===== config.mk =====
export PLATFORM = sky130hd
export DESIGN_NAME = pixel_class_stream
export DESIGN_NICKNAME = d
export VERILOG_FILES = /design/src/rtl/pixel_class_pkg.sv /design/src/rtl/pixel_class_box.sv /design/src/rtl/pixel_class_stream.sv
export SDC_FILE = /design/constraint.sdc
export NUM_CORES = 2
export LEC_CHECK = 0
export BUFFER_PORTS_ARGS = -buffer_cell sky130_fd_sc_hd__buf_2
export CAP_MARGIN = 10
export CORE_MARGIN = 3
export CORE_UTILIZATION = 58
export CTS_CLUSTER_SIZE = 30
export DETAILED_ROUTE_END_ITERATION = 12
export PLACE_DENSITY = 0.77
export SYNTH_ARGS = -nofsm -noshare
export SYNTH_HDL_FRONTEND = slang
export SYNTH_SLANG_ARGS = --single-unit

===== constraint.sdc =====
create_clock -name clk_i -period 2.1 [get_ports clk_i]
set_clock_uncertainty 0.1 [all_clocks]
set_input_delay 0.21 -clock clk_i [delete_from_list [all_inputs] [get_ports clk_i]]
set_output_delay 0.21 -clock clk_i [all_outputs]
set_load 0.005 [all_outputs]

===== src/rtl/pixel_class_pkg.sv =====
// Shared definitions for the pixel classifier: config field encodings,
// default colour-box bounds and cfg_addr decode helpers.
package pixel_class_pkg;

    localparam int FLD_W = 3;
    localparam int N_CH  = 3;

    typedef enum logic [FLD_W-1:0] {
        FLD_RMIN = 3'd0,
        FLD_RMAX = 3'd1,
        FLD_GMIN = 3'd2,
        FLD_GMAX = 3'd3,
        FLD_BMIN = 3'd4,
        FLD_BMAX = 3'd5,
        FLD_EN   = 3'd6,
        FLD_RSVD = 3'd7
    } cfg_field_e;

    // Reset bound of a colour box: min is 0, max is all-ones, so an enabled
    // but otherwise untouched box matches every pixel.
    function automatic int unsigned dflt_bound(int unsigned ch_w, bit is_max);
        return is_max ? ((32'd1 << ch_w) - 32'd1) : 32'd0;
    endfunction

    function automatic int unsigned cfg_cls(int unsigned addr);
        return addr >> FLD_W;
    endfunction

    function automatic cfg_field_e cfg_fld(int unsigned addr);
        return cfg_field_e'(addr[FLD_W-1:0]);
    endfunction

endpackage


===== src/rtl/pixel_class_box.sv =====
// One programmable colour box: inclusive unsigned range test on R, G and B,
// qualified by the box enable.
module pixel_class_box
    import pixel_class_pkg::*;
#(
    parameter int CH_W = 8
) (
    input  logic [N_CH*CH_W-1:0] pixel_i,
    input  logic [N_CH*CH_W-1:0] lo_i,
    input  logic [N_CH*CH_W-1:0] hi_i,
    input  logic                 en_i,
    output logic                 match_o
);

    logic [N_CH-1:0] in_rng;

    for (genvar gi = 0; gi < N_CH; gi++) begin : g_ch
        assign in_rng[gi] = (pixel_i[gi*CH_W +: CH_W] >= lo_i[gi*CH_W +: CH_W]) &&
                            (pixel_i[gi*CH_W +: CH_W] <= hi_i[gi*CH_W +: CH_W]);
    end

    // min > max leaves the range empty, so such a box can never match.
    assign match_o = en_i && (&in_rng);

endmodule


===== src/rtl/pixel_class_stream.sv =====
// Streaming RGB classifier: N_CLASS colour boxes, two-stage valid/ready pipe,
// per-frame hit counters with an end-of-frame snapshot for the host.
module pixel_class_stream
    import pixel_class_pkg::*;
#(
    parameter int CH_W    = 8,
    parameter int N_CLASS = 7,
    parameter int CLS_W   = $clog2(N_CLASS + 1),
    parameter int CNT_W   = 20
) (
    input  logic                 clk_i,
    input  logic                 rst_ni,
    input  logic                 cfg_we_i,
    input  logic [CLS_W+2:0]     cfg_addr_i,
    input  logic [CH_W-1:0]      cfg_wdata_i,
    input  logic                 s_valid_i,
    output logic                 s_ready_o,
    input  logic [3*CH_W-1:0]    s_pixel_i,
    input  logic                 s_sop_i,
    input  logic                 s_eop_i,
    output logic                 m_valid_o,
    input  logic                 m_ready_i,
    output logic [CLS_W-1:0]     m_class_o,
    output logic                 m_sop_o,
    output logic                 m_eop_o,
    output logic                 stat_valid_o,
    input  logic [CLS_W-1:0]     stat_sel_i,
    output logic [CNT_W-1:0]     stat_count_o
);

    localparam logic [CH_W-1:0] MIN_RST = CH_W'(dflt_bound(CH_W, 1'b0));
    localparam logic [CH_W-1:0] MAX_RST = CH_W'(dflt_bound(CH_W, 1'b1));

    logic                adv;
    logic                out_hs;
    int unsigned         wr_cls;
    cfg_field_e          wr_fld;
    logic [N_CLASS:1]    match_vec;

    logic                s1_valid_q, s1_sop_q, s1_eop_q;
    logic [N_CLASS:1]    s1_match_q;
    logic [CLS_W-1:0]    cls_d;
    logic                m_valid_q, m_sop_q, m_eop_q, stat_valid_q;
    logic [CLS_W-1:0]    m_class_q;
    logic [CNT_W-1:0]    snap_all [N_CLASS+1];

    assign adv       = !m_valid_q || m_ready_i;
    assign out_hs    = m_valid_q && m_ready_i;
    assign s_ready_o = adv;
    assign wr_cls    = cfg_cls(32'(cfg_addr_i));
    assign wr_fld    = cfg_fld(32'(cfg_addr_i));

    for (genvar gi = 1; gi <= N_CLASS; gi++) begin : g_cls
        logic [CH_W-1:0] lo_q [N_CH];
        logic [CH_W-1:0] hi_q [N_CH];
        logic            en_q;

        always_ff @(posedge clk_i or negedge rst_ni) begin
            if (!rst_ni) begin
                for (int c = 0; c < N_CH; c++) begin
                    lo_q[c] <= MIN_RST;
                    hi_q[c] <= MAX_RST;
                end
                en_q <= 1'b0;
            end else if (cfg_we_i && wr_cls == gi) begin
                case (wr_fld)
                    FLD_RMIN: lo_q[0] <= cfg_wdata_i;
                    FLD_RMAX: hi_q[0] <= cfg_wdata_i;
                    FLD_GMIN: lo_q[1] <= cfg_wdata_i;
                    FLD_GMAX: hi_q[1] <= cfg_wdata_i;
                    FLD_BMIN: lo_q[2] <= cfg_wdata_i;
                    FLD_BMAX: hi_q[2] <= cfg_wdata_i;
                    FLD_EN:   en_q    <= cfg_wdata_i[0];
                    default:  ;
                endcase
            end
        end

        // Index 0 is red, which sits in the top bits of the pixel word.
        pixel_class_box #(.CH_W(CH_W)) u_box (
            .pixel_i (s_pixel_i),
            .lo_i    ({lo_q[0], lo_q[1], lo_q[2]}),
            .hi_i    ({hi_q[0], hi_q[1], hi_q[2]}),
            .en_i    (en_q),
            .match_o (match_vec[gi])
        );
    end

    always_ff @(posedge clk_i or negedge rst_ni) begin
        if (!rst_ni) begin
            s1_valid_q <= 1'b0;
            s1_match_q <= '0;
            s1_sop_q   <= 1'b0;
            s1_eop_q   <= 1'b0;
            m_valid_q  <= 1'b0;
            m_class_q  <= '0;
            m_sop_q    <= 1'b0;
            m_eop_q    <= 1'b0;
        end else if (adv) begin
            s1_valid_q <= s_valid_i;
            s1_match_q <= match_vec;
            s1_sop_q   <= s_valid_i && s_sop_i;
            s1_eop_q   <= s_valid_i && s_eop_i;
            m_valid_q  <= s1_valid_q;
            m_class_q  <= cls_d;
            m_sop_q    <= s1_sop_q;
            m_eop_q    <= s1_eop_q;
        end
    end

    // Scan downwards so the lowest matching class is the last one written.
    always_comb begin
        cls_d = '0;
        for (int k = N_CLASS; k >= 1; k--) begin
            if (s1_match_q[k]) cls_d = CLS_W'(k);
        end
    end

    for (genvar gi = 0; gi <= N_CLASS; gi++) begin : g_cnt
        logic [CNT_W-1:0] cnt_q, cnt_d, snap_q;
        logic             hit;

        assign hit = (m_class_q == CLS_W'(gi));

        always_comb begin
            cnt_d = cnt_q;
            if (m_sop_q)
                cnt_d = hit ? CNT_W'(1) : '0;
            else if (hit && cnt_q != '1)
                cnt_d = cnt_q + CNT_W'(1);
        end

        always_ff @(posedge clk_i or negedge rst_ni) begin
            if (!rst_ni) begin
                cnt_q  <= '0;
                snap_q <= '0;
            end else if (out_hs) begin
                cnt_q <= cnt_d;
                if (m_eop_q) snap_q <= cnt_d;
            end
        end

        assign snap_all[gi] = snap_q;
    end

    always_ff @(posedge clk_i or negedge rst_ni) begin
        if (!rst_ni) stat_valid_q <= 1'b0;
        else         stat_valid_q <= out_hs && m_eop_q;
    end

    always_comb begin
        stat_count_o = '0;
        if (32'(stat_sel_i) <= N_CLASS) stat_count_o = snap_all[stat_sel_i];
    end

    assign m_valid_o    = m_valid_q;
    assign m_class_o    = m_class_q;
    assign m_sop_o      = m_sop_q;
    assign m_eop_o      = m_eop_q;
    assign stat_valid_o = stat_valid_q;

endmodule


==> summary.md <==
| Metric | Value |
|---|---|
| Longest Clk Path Bufs | 3 |
| Minimum clock period | between 2 and 2.5 ns |
| Power Dens Cells | 751 nW/um^2 |
| H-tree Lvls | 3 |
| Antenna Nets Post-Route | 0 |
| Proportion of layout cells with a drive suffix above 1 | between 20% and 30% |
| Final Hold Viols | 0 |
| Clock sink total | 680 |
| Initial Util | 59.1% |
| DR DRC count | 0 |
| TritonCTS Buffers | 75 |
| Flops & latches, synth | 680 |
| Overall power | 37.8 mW |
| Max cap viols | 0 |
| Iter 0 DRT Violations | 3218 |
| Nets | between 5000 and 6000 |
| CTS tree | done |
| Final worst slack | -0.332 ns |
| Port Buf Inserts | 75 |
| Critical path's top delay family | multiplexers |
| Worst slew pin tran | 0.706 ns |
| Critical path depth in cells | 3 |
| Max Freq | 411 MHz |
| Crit start category | register |
| Fin util | 74.0% |
| Num rows | 95 |
| Mapped Cells | approximately 4300 |
| Peak supply drop | 0.819 mV |
| Violated checks | negative setup slack |
| Largest stage delay, worst path | 0.59 ns |
| I/O Pins | 76 |
| Hpwl dp | 76400 um |
| CORE AREA | slightly below 70000 um^2 |
| Unique masters post-synth | 98 |
| Yosys top cell area share | 31.9% |
| CP max FO | 2 |
| Worst reg-to-reg path cell count | 7 |
| Initial antenna violation count | 8 |
| WP data required | around 1.8 ns |
| Vias in the first global route | between 30000 and 40000 |
| GRT Residual Overflow | 0 |
| First-pass GRT wire length | 180000 um |
| Clock root buffer | clkbuf_16 |
| WP data arrival | 2.12 ns |
| Hold path cells | 3 |
| Vias | 34800 |
| DRT Pass-1 Iters | 6 |
| Die area | 72400 um^2 |
| Bufs and invs on worst path | 1 |
| Clock-pin slew on the worst setup and hold paths | approximately 0.06 ns |
| RSZ-0062 raised after global routing | yes |
| DRT Wirelength | 120000 um |
| Worst hold path type | in -> reg |
| Largest cells by area after synthesis | dfrtp_1 32%, dfstp_2 11%, ha_1 11%, o21ai_0 6.2%, nand2_1 6.1% |
| Post-synth EDFFs | 0 |
| Post-Syn Area | 40100 um^2 |
| LEAKAGE | 23.2 nW |
| Setup-failing EPs final | 126 |
| Sequential cell area fraction in the yosys report | a little over two fifths |
| Outcome | finished with violations |
| GPL Wtd Cong | 0.944 |
| Area leader, netlist | dfrtp_1 |
| Critical path class | reg -> out |
| Die Ht | between 200 and 300 um |
| Max stage delay cell, worst path | mux4_2 |
| Async SR Flop Fraction | 100% |
| Layout area overhead | 25.3% |
| Via-to-Cell Ratio | 6.07 |
| Max_slew headroom | 52.3% |
| Post-Synthesis Net Count | between 4000 and 5000 |
| Maximum number of pins on one net before global-route repair | around 110 |
| Final period util | 116% |
| Synth Warn # | 0 |
| Crit-path cells | mux4_2 > mux2_4 > buf_6 |
| Worst Setup End Kind | output port |
| Gr usage total | 31.5% |
| Main synth FF type | dfrtp_1 |
| Mean Syn Cell Area | 9.37 um^2 |
| Clk_lat worst skew | around 0.63 ns |
| Wire per inst | 20.9 um |
| Die Width | 269 um |
| Final slew viol count | 0 |
[metrics by stage]
stage                     hold slack (ns)  instance area (um^2)  setup TNS (ns)  std cells  worst slack (ns)
after floorplan                    -0.186                 40100         -0.0466       4280           -0.0419
after global placement             0.0396                 44800           -2.69       5508            -0.199
after detailed placement           0.0382                 44800           -7.62       5508            -0.238
after CTS                          0.0742                 48300           -4.86       5681            -0.257
after global routing                0.100                 50200          -25.99       5733            -0.356
final                              0.0883                 50200          -13.01       5738            -0.332
[cell type report]
class | instances | area (um^2)
Clock buffer | 117 | 2380
Clock inverter | 21 | 235
Multi-Input combinational cell | 3035 | 22500
Sequential cell | 680 | 17200
Timing Repair Buffer | 628 | 5460
Fill cell | 4300 | 17600
Tap cell | 921 | 1150
Inverter | 330 | 1240
Antenna cell | 6 | 15.0
[repair_timing]
| item | in CTS | in global routing |
|---|---|---|
| gates resized for setup | 126 | 406 |
| hold buffers | 13 | 0 |
| setup endpoints to repair | 148 | 274 |
| setup buffers | 24 | 55 |
| pin swaps | 43 | 159 |
| hold endpoints to repair | 461 | 0 |
| gates cloned | 0 | 0 |
[final timing paths]
| kind | start | end | slack, ns |
|---|---|---|---|
| worst min-delay path | cfg_wdata_i[0] | g_cls[4].hi_q[8] | 0.09 |
| min in group asynchronous | rst_ni | g_cnt[4].cnt_q[13] | 0.52 |
| max in group asynchronous | rst_ni | g_cnt[4].snap_q[4] | 0.46 |
| worst min register to register | s1_valid_q | m_valid_o | 0.36 |
| worst max-delay path | g_cnt[4].snap_q[5] | stat_count_o[5] | -0.33 |
| worst max register to register | m_class_o[2] | g_cnt[4].snap_q[9] | -0.23 |
[per-layer routing]
metal / global-route usage, % / routed length (um) / vias to the layer above
met5: 0 / 52 / -
met4: 17.4 / 7700 / 8
met3: 6.08 / 9870 / 458
met2: 51.2 / 56200 / 1553
met1: 39.9 / 46200 / 17000
li1: - / - / 15900
[Yosys cell counts, types with 80 or more instances]
| cell type | n |
|---|---|
| a21oi_1 | 182 |
| clkbuf_1 | 187 |
| dfrtp_1 | 512 |
| dfstp_2 | 168 |
| ha_1 | 344 |
| inv_1 | 328 |
| mux2_2 | 153 |
| mux2i_1 | 103 |
| nand2_1 | 653 |
| nand3_1 | 112 |
| nand4_1 | 80 |
| nor2_1 | 232 |
| o21ai_0 | 494 |
| o31ai_1 | 84 |
[worst min-delay path, cell delays in order]
cell    delay (ns)
buf_2         0.11
buf_12        0.19
mux2_2        0.29
[cells in the final DEF, fill, tap and decap left out, types with 21 or more instances in the layout]
cell type  Yosys  routed
nand2_1      653     634
dfrtp_1      512     503
buf_4          1     442
o21ai_0      494     378
ha_1         344     324
inv_1        328     317
nor2_1       232     212
dfstp_2      168     168
a21oi_1      182     165
mux2_2       153     137
o21ai_1       12     124
mux2i_1      103     102
nand3_1      112      87
clkbuf_16      0      83
nand4_1       80      80
o31ai_1       84      66
buf_6          2      66
buf_2         24      58
buf_12         0      48
xor2_1        60      46
xnor2_1       62      41
mux4_2        40      40
nor3_1        46      34
nor2b_1       38      31
and3_1        40      23
xnor2_2        0      21
[report_power, final]
group | internal (mW) | switching, mW | total (mW)
sequential | 14.9 | 0.653 | 15.6
combinational | 3.41 | 4.80 | 8.20
clock | 8.42 | 5.55 | 14.0
total | 26.8 | 11.0 | 37.8
[flip-flops by register name, summed over array words and instances, names as in the netlist]
name,flops
g_cls.en_q,7
g_cls.hi_q,168
g_cls.lo_q,168
g_cnt.cnt_q,160
g_cnt.snap_q,160
m_class_o,3
m_eop_o,1
m_sop_o,1
m_valid_o,1
s1_eop_q,1
s1_match_q,7
s1_sop_q,1
s1_valid_q,1
stat_valid_o,1
[cell families (layout without fill, tap and decap cells)]
kind of cell / after synthesis / after routing / share of synthesized area, %
AOI/OAI and AO/OA: 934 / 934 / 13.6
muxes: 296 / 296 / 9.11
xor gates and xnor gates: 122 / 122 / 2.66
DFF: 680 / 680 / 42.9
adders and majority gates: 344 / 344 / 10.7
buffers and inverters: 565 / 1096 / 5.43
other: 0 / 6 / 0
and+or+nand+nor: 1339 / 1339 / 15.5
(Power assumes the default switching activity.)
